--- src/rtl/md_pkg.sv ---
// Shared multiply/divide definitions: op classes, issue-FSM states, default latencies.
// Used by the issue controller and the MD unit itself.
package md_pkg;

    typedef enum logic [3:0] {
        MD_NONE  = 4'd0,
        MD_MULT  = 4'd1,
        MD_MULTU = 4'd2,
        MD_DIV   = 4'd3,
        MD_DIVU  = 4'd4,
        MD_MTLO  = 4'd5,
        MD_MTHI  = 4'd6,
        MD_MFLO  = 4'd7,
        MD_MFHI  = 4'd8
    } md_op_e;

    typedef enum logic [1:0] {
        ST_IDLE     = 2'd0,
        ST_MUL_WAIT = 2'd1,
        ST_DIV_WAIT = 2'd2
    } md_state_e;

    localparam int MD_MUL_LAT = 5;
    localparam int MD_DIV_LAT = 10;
    localparam int MD_CNT_W   = 4;

    // Ops that are forwarded to the MD unit (everything except none/mfhi/mflo).
    function automatic logic md_is_issuable(input logic [3:0] op);
        return (op >= 4'(MD_MULT)) && (op <= 4'(MD_MTHI));
    endfunction

    // Ops that occupy the MD unit for a multi-cycle latency.
    function automatic logic md_is_start(input logic [3:0] op);
        return (op >= 4'(MD_MULT)) && (op <= 4'(MD_DIVU));
    endfunction

    function automatic logic md_is_mul(input logic [3:0] op);
        return (op == 4'(MD_MULT)) || (op == 4'(MD_MULTU));
    endfunction

endpackage

--- src/rtl/md_lat_cnt.sv ---
// Down-counter for the MD busy window: load a latency, decrement to zero, flag zero.
module md_lat_cnt
    import md_pkg::*;
#(
    parameter int W = MD_CNT_W
) (
    input  logic         clk,
    input  logic         reset,
    input  logic         load,
    input  logic [W-1:0] load_val,
    input  logic         dec,
    output logic [W-1:0] value,
    output logic         zero
);

    logic [W-1:0] cnt_q, cnt_d;

    // Saturates at zero so a stray decrement never wraps.
    always_comb begin
        cnt_d = cnt_q;
        if (load)
            cnt_d = load_val;
        else if (dec && (cnt_q != '0))
            cnt_d = cnt_q - 1'b1;
    end

    always_ff @(posedge clk) begin
        if (reset)
            cnt_q <= '0;
        else
            cnt_q <= cnt_d;
    end

    assign value = cnt_q;
    assign zero  = (cnt_q == '0);

endmodule

--- src/rtl/md_issue_ctrl.sv ---
// Issues MD ops from E exactly once, tracks the MD busy window and stalls D-stage
// MD instructions until HI/LO are ready; also muxes HI/LO for mfhi/mflo in E.
module md_issue_ctrl
    import md_pkg::*;
#(
    parameter int MUL_LAT = MD_MUL_LAT,
    parameter int DIV_LAT = MD_DIV_LAT
) (
    input  logic        clk,
    input  logic        reset,
    input  logic        d_uses_md,
    input  logic [3:0]  e_md_op,
    input  logic        e_hold,
    input  logic        md_busy,
    input  logic [31:0] md_lo,
    input  logic [31:0] md_hi,
    output logic [3:0]  md_op,
    output logic        stall_d,
    output logic [31:0] e_hilo
);

    localparam logic [MD_CNT_W-1:0] MUL_LD = MD_CNT_W'(MUL_LAT);
    localparam logic [MD_CNT_W-1:0] DIV_LD = MD_CNT_W'(DIV_LAT);

    md_state_e           state_q;
    logic                issued_q, issued_d;
    logic                cnt_load, cnt_dec, cnt_zero;
    logic [MD_CNT_W-1:0] cnt_ld_val, cnt;
    logic                busy_int;

    // An op held in E is forwarded only in its first E cycle.
    always_comb begin
        md_op    = 4'd0;
        if (md_is_issuable(e_md_op) && !issued_q)
            md_op = e_md_op;
        issued_d = e_hold && (issued_q || (md_op != 4'd0));
    end

    always_ff @(posedge clk) begin
        if (reset)
            issued_q <= 1'b0;
        else
            issued_q <= issued_d;
    end

    assign cnt_load   = (state_q == ST_IDLE) && md_is_start(md_op);
    assign cnt_ld_val = md_is_mul(md_op) ? MUL_LD : DIV_LD;
    assign cnt_dec    = (state_q != ST_IDLE);

    md_lat_cnt #(.W(MD_CNT_W)) u_lat_cnt (
        .clk      (clk),
        .reset    (reset),
        .load     (cnt_load),
        .load_val (cnt_ld_val),
        .dec      (cnt_dec),
        .value    (cnt),
        .zero     (cnt_zero)
    );

    // Waiting states leave on the cycle the counter steps from 1 to 0.
    always_ff @(posedge clk) begin
        if (reset) begin
            state_q <= ST_IDLE;
        end else begin
            case (state_q)
                ST_IDLE: begin
                    if (md_is_mul(md_op))
                        state_q <= ST_MUL_WAIT;
                    else if (md_is_start(md_op))
                        state_q <= ST_DIV_WAIT;
                end
                ST_MUL_WAIT, ST_DIV_WAIT: begin
                    if ((cnt == MD_CNT_W'(1)) || cnt_zero)
                        state_q <= ST_IDLE;
                end
                default: state_q <= ST_IDLE;
            endcase
        end
    end

    // The start term covers the issue cycle, before the FSM or md_busy reflect it.
    assign busy_int = (state_q != ST_IDLE) || md_is_start(md_op) || md_busy;
    assign stall_d  = d_uses_md && busy_int;

    always_comb begin
        case (e_md_op)
            4'(MD_MFLO): e_hilo = md_lo;
            4'(MD_MFHI): e_hilo = md_hi;
            default:     e_hilo = 32'd0;
        endcase
    end

endmodule

--- config.mk ---
export PLATFORM = sky130hd
export DESIGN_NAME = md_issue_ctrl
export DESIGN_NICKNAME = d
export VERILOG_FILES = /design/src/rtl/md_pkg.sv /design/src/rtl/md_lat_cnt.sv /design/src/rtl/md_issue_ctrl.sv
export SDC_FILE = /design/constraint.sdc
export NUM_CORES = 1
export LEC_CHECK = 0
export BUFFER_PORTS_ARGS = -buffer_cell sky130_fd_sc_hd__buf_2
export CAP_MARGIN = 20
export CELL_PAD_IN_SITES_DETAIL_PLACEMENT = 0
export CELL_PAD_IN_SITES_GLOBAL_PLACEMENT = 1
export CORE_AREA = 10 10 78 80
export DETAILED_ROUTE_END_ITERATION = 8
export DIE_AREA = 0 0 88 90
export PLACE_DENSITY_LB_ADDON = 0.3
export SYNTH_ARGS = -nofsm -noshare
export SYNTH_HDL_FRONTEND = slang
export SYNTH_SLANG_ARGS = --single-unit
--- constraint.sdc ---
create_clock -name clk -period 1.7 [get_ports clk]
set_input_delay 0.085 -clock clk [delete_from_list [all_inputs] [get_ports clk]]
set_output_delay 0.085 -clock clk [all_outputs]
set_load 0.01 [all_outputs]
Word-level counts from Yosys, hierarchy flattened
Index checks and enable logic that the tools add are counted.
- add/subtract/negate cells: 1
- $lt $le $gt $ge: 4
- eq/ne operators: 9
- multiplexer cells: 9
- reduce and logical (&&, ||, !) cells: 21
- operator list (operator ; number):
    32-bit one-hot mux with 2 select lines ; 1
    4-bit two-way mux ; 4
    4-bit by 1-bit equality test with 1-bit output (second input constant) ; 2
    4-bit by 1-bit >= comparator with 1-bit output (second input constant) ; 2
    4-bit by 3-bit less-or-equal comparator with 1-bit output (second input constant) ; 2
    4-bit nonzero test ; 2
    1-bit logical AND ; 7
    2-bit two-way mux ; 3
    1-bit logical OR ; 5
    4-bit by 2-bit equality test with 1-bit output (second input constant) ; 1
    4-bit by 3-bit equality test with 1-bit output (second input constant) ; 1
    4-bit equality test (second input constant) ; 1
    4-bit zero test ; 1
    2-bit one-hot mux with 2 select lines ; 1
    2-bit nonzero test ; 2
    4-bit by 1-bit subtractor with 4-bit output (second input constant) ; 1
    3-bit by 1-bit != test with 1-bit output (second input constant) ; 1
    2-bit by 1-bit equality test with 1-bit output (second input constant) ; 1
    2-bit equality test (second input constant) ; 1
    2-bit zero test ; 1
    2-bit != test (second input constant) ; 1
    2-bit AND reduction ; 1
    2-bit OR reduction ; 1
    1-bit zero test ; 1
- bits in registers: 7
- word-level logic and storage cells: 47

Longest topological paths before layout
- depth in word-level cells: 9
- gate-level depth with buffers: 6
- depth with buffers taken out: 6

Hierarchy
Synthesis repeated with hierarchy kept, for this count alone.
- cell total of the unflattened synthesis: 106
- area total of the unflattened synthesis: 852.1 um^2
- modules (own cells, without submodules) (module ; instances ; cells each ; area each (um^2) ; sequential area each (um^2)):
    md_issue_ctrl ; 1 ; 77 ; 589.3 ; 60.1
    md_lat_cnt ; 1 ; 29 ; 262.8 ; 80.1

Worst setup path before layout
OpenSTA, ideal clock, no wires.
- path type: input -> register
- start: input e_md_op[1]
- end: register u_lat_cnt.cnt_q[2] (netlist: u_lat_cnt.value[2])
- library setup time: 0.116 ns
- arrival time: 1.331 ns
- slack: 0.253 ns
- stages: 5
- cell sequence: buf_2 > or3b_1 > a2111oi_4 > a311oi_1 > a31o_1
- word-level cells in the longest chain between the ends: 8
- elaborated cells on any way between the ends: 15
- RTL lines (item ; line ; source):
    start, declared ; md_issue_ctrl.sv:12 ; input logic [3:0] e_md_op,
    4-bit by 1-bit >= comparator with 1-bit output or 4-bit by 3-bit less-or-equal comparator with 1-bit output (tied branches) ; md_pkg.sv:29 ; return (op >= 4'(MD_MULT)) && (op <= 4'(MD_MTHI));
    1-bit logical AND ; md_pkg.sv:29 ;
    1-bit logical AND ; md_issue_ctrl.sv:34 ; if (md_is_issuable(e_md_op) && !issued_q)
    4-bit two-way mux (*) ; md_issue_ctrl.sv:34 ;
    4-bit by 1-bit >= comparator with 1-bit output (tied with other cells) ; md_pkg.sv:34 ; return (op >= 4'(MD_MULT)) && (op <= 4'(MD_DIVU));
    1-bit logical AND or 1-bit logical OR (tied branches) ; md_pkg.sv:34, md_pkg.sv:38 ;
    1-bit logical AND or 4-bit two-way mux (tied branches) ; md_issue_ctrl.sv:46, md_issue_ctrl.sv:47 ;
    4-bit two-way mux or 2-bit nonzero test (tied branches) ; n/a ;
    end signal, assigned ; md_lat_cnt.sv:31 ; cnt_q <= cnt_d;
    end, declared ; md_lat_cnt.sv:16 ; logic [W-1:0] cnt_q, cnt_d;
Mark *: on every way between the ends. The rest lies on a longest branch, timed or not.
A chain may end at the register's enable or synchronous reset.

Final worst setup path
- start: register issued_q
- end: output md_op[0]
- word-level cells in the longest chain between the ends: 3
- RTL lines (item ; line ; source):
    start, declared ; md_issue_ctrl.sv:26 ; logic issued_q, issued_d;
    start signal, assigned ; md_issue_ctrl.sv:43 ; issued_q <= issued_d;
    1-bit zero test ; md_issue_ctrl.sv:34 ;
    1-bit logical AND ; md_issue_ctrl.sv:34 ;
    4-bit two-way mux ; md_issue_ctrl.sv:34 ;
    end, declared ; md_issue_ctrl.sv:17 ; output logic [3:0] md_op,
No other way between the ends.

==> flow_summary_export.csv <==
group,metric,value,unit
route,drc,0,
placed_design,dpl.hpwl,3800,um
timing,period_needed,1.566,ns
synthesis,ys_types,36,
route,wl_per_cell,16.94,um
finish,fin_area,1535,um^2
synthesis,async_flop_share,0,
route,routed-via-count,1257,
route,drt_wl_total,4507,um
critical_path,cp-end-kind,"output pin",
critical_path,cp_max_fo,4,
timing,fin_crit_sh,0.9211,
run,drv_cap,0,
timing,rsz0062_at_grt,"false",
floorplan,rows,25,
finish,drive_above_1_share,0.5613,
global_routing,grt_pass1_vias,1397,
timing,layout_setup_ws,0.1341,ns
critical_path,critical_path_class,"flip-flop to output pin",
global_routing,grt_usage,0.1100,
route,drt_first_pass_iters,4,
power_and_ir_drop,p_leak,0.8460,nW
hold_path,hp-class,"input pin to flip-flop",
finish,syn_to_final_growth,80.18,%
timing,setup_viol,0,
timing,clock_skew,0.001103,ns
clock_tree,cts_hold_buf,0,
timing,maxSlewViolCount,0,
global_routing,antenna_found_initial,0,
global_routing,grt_max_degree,33,
synthesis,syn_area_per_cell,8.038,um^2
synthesis,syn_inst,106,
critical_path,start_kind,"flip-flop",
clock_tree,htree_levels,1,
timing,holdWs,0.09923,ns
critical_path,required,1.62,ns
floorplan,ioPinCount,110,
placed_design,pre_cts_slack,0.1222,ns
floorplan,die_w,88,um
power_and_ir_drop,vdd_drop_max,0.1934,mV
clock_tree,clock_sinks,7,
route,viasPerCell,4.726,
clock_tree,post_cts_buffers,0,
clock_tree,root_buffer,"clkbuf_8",
clock_tree,cts_buffer_depth,2,
clock_tree,cts_tree,"done",
finish,diodes,0,
synthesis,syn_area,852.1,um^2
finish,layout_commonest_cell,"buf_2",
global_routing,grt_overflow,0,
global_routing,grt_pass1_wl,7155,um
clock_tree,clk_latency,0.23,ns
timing,fmax,638.6,MHz
floorplan,initial_core_util,0.1853,
synthesis,synth_edf_count,0,
synthesis,synth-main-ff-cell,"dfxtp_1",
placed_design,place_inst,262,
clock_tree,cts_buffers,3,
placed_design,gp_congestion,0.7428,
outcome,run_status,"finished, final reports clean",
timing,finalSetupTns,0,ns
floorplan,die_h,90,um
placed_design,postPlaceCellArea,1475,um^2
timing,hold_violations,0,
finish,fin_nets,289,
floorplan,die-area,7920,um^2
route,ant_nets,0,
clock_tree,path_clk_slew,0.04,ns
critical_path,cp_data_arrival_time,1.48,ns
finish,final_cells,266,
synthesis,ys_seq_area_frac,0.1645,
floorplan,core-area,4598,um^2
power_and_ir_drop,p_per_area,486.5,nW/um^2
synthesis,ys_ff_latch,7,
finish,final_cell_mix,"buf_2 (108), a22o_1 (32), inv_1 (7), dfxtp_1 (7), nor2_1 (6)",
synthesis,syn-num-nets,182,
placed_design,port_buffers,108,
route,dr.first_iter.drc_count,58,
clock_tree,cts-resized-gates,1,
synthesis,yosys_warnings,0,
==> critical path: stages, from the launching register on <==
cell     delay, ns
dfxtp_1       0.34
nor2_1        0.26
buf_4         0.19
and3_1        0.17
and2_1        0.16
buf_2         0.13
==> final cells by class <==
class | instances | area (um^2)
multi-input cells | 83 | 668.1
clock buffers | 4 | 45.04
repair buffers | 111 | 588.1
inverters | 7 | 26.28
fillers | 500 | 3063
well taps | 54 | 67.56
flip-flops and latches | 7 | 140.1
==> path summary, 6_finish.rpt <==
path | slack (ns) | startpoint | depth (start not counted) | end
hold reg to reg | 0.48 | state_q[1] | 2 | state_q[1]
hold / removal | 0.1 | e_hold | 2 | issued_q
setup reg to reg | 0.17 | state_q[0] | 6 | u_lat_cnt.value[0]
setup / recovery | 0.13 | issued_q | 5 | md_op[0]
==> state kept, by name (all words and copies together) (netlist names) <==
signal and flops:
u_lat_cnt.value 4, state_q 2, issued_q 1
==> logic make-up after synthesis <==
logic type | count (synthesis) | share of synthesized area
XOR/XNOR | 1 | 0.01028
adder cells (fa/ha/maj) | 3 | 0.04406
flip-flops | 7 | 0.1645
AO/OA/AOI/OAI | 53 | 0.5243
other | 1 | 0.004401
buffers and inverters | 16 | 0.08224
AND/OR/NAND/NOR | 25 | 0.1704
==> synthesized netlist by cell type (2+ instances only) <==
master	count	share of area
buf_2	5	0.029
and3_1	4	0.029
o21ai_0	4	0.023
a22o_1	32	0.33
dfxtp_1	7	0.16
inv_1	7	0.031
a21oi_1	4	0.023
nand4_1	2	0.015
o31a_1	2	0.021
a31oi_1	2	0.015
or3_1	2	0.015
nor2_1	6	0.026
ha_1	3	0.044
clkbuf_1	3	0.013
nand2_1	2	0.0088
==> through the flow <==
step / power, mW / utilization
floorplan: 0.3554 / -
global placement: 0.5140 / 0.3208
detailed placement: 0.5073 / 0.3208
CTS: 0.7464 / 0.3320
global route: 0.7998 / 0.3339
finish: 0.7469 / 0.3339
==> per-layer routing <==
metal	part of all wire	GRT usage	vias to the layer above	wire, um
met5	0	0	-	0
li1	-	-	634	-
met3	0.090	0.04513	8	405
met2	0.53	0.1966	57	2410
met4	0.012	0.03324	0	55
met1	0.36	0.1115	558	1635
==> report_power, final <==
group	switching [mW]	internal, mW	total, mW
registers	0.0180	0.181	0.199
clock network	0.0714	0.162	0.234
logic	0.155	0.160	0.315
Power figures use the tool's default switching activity.
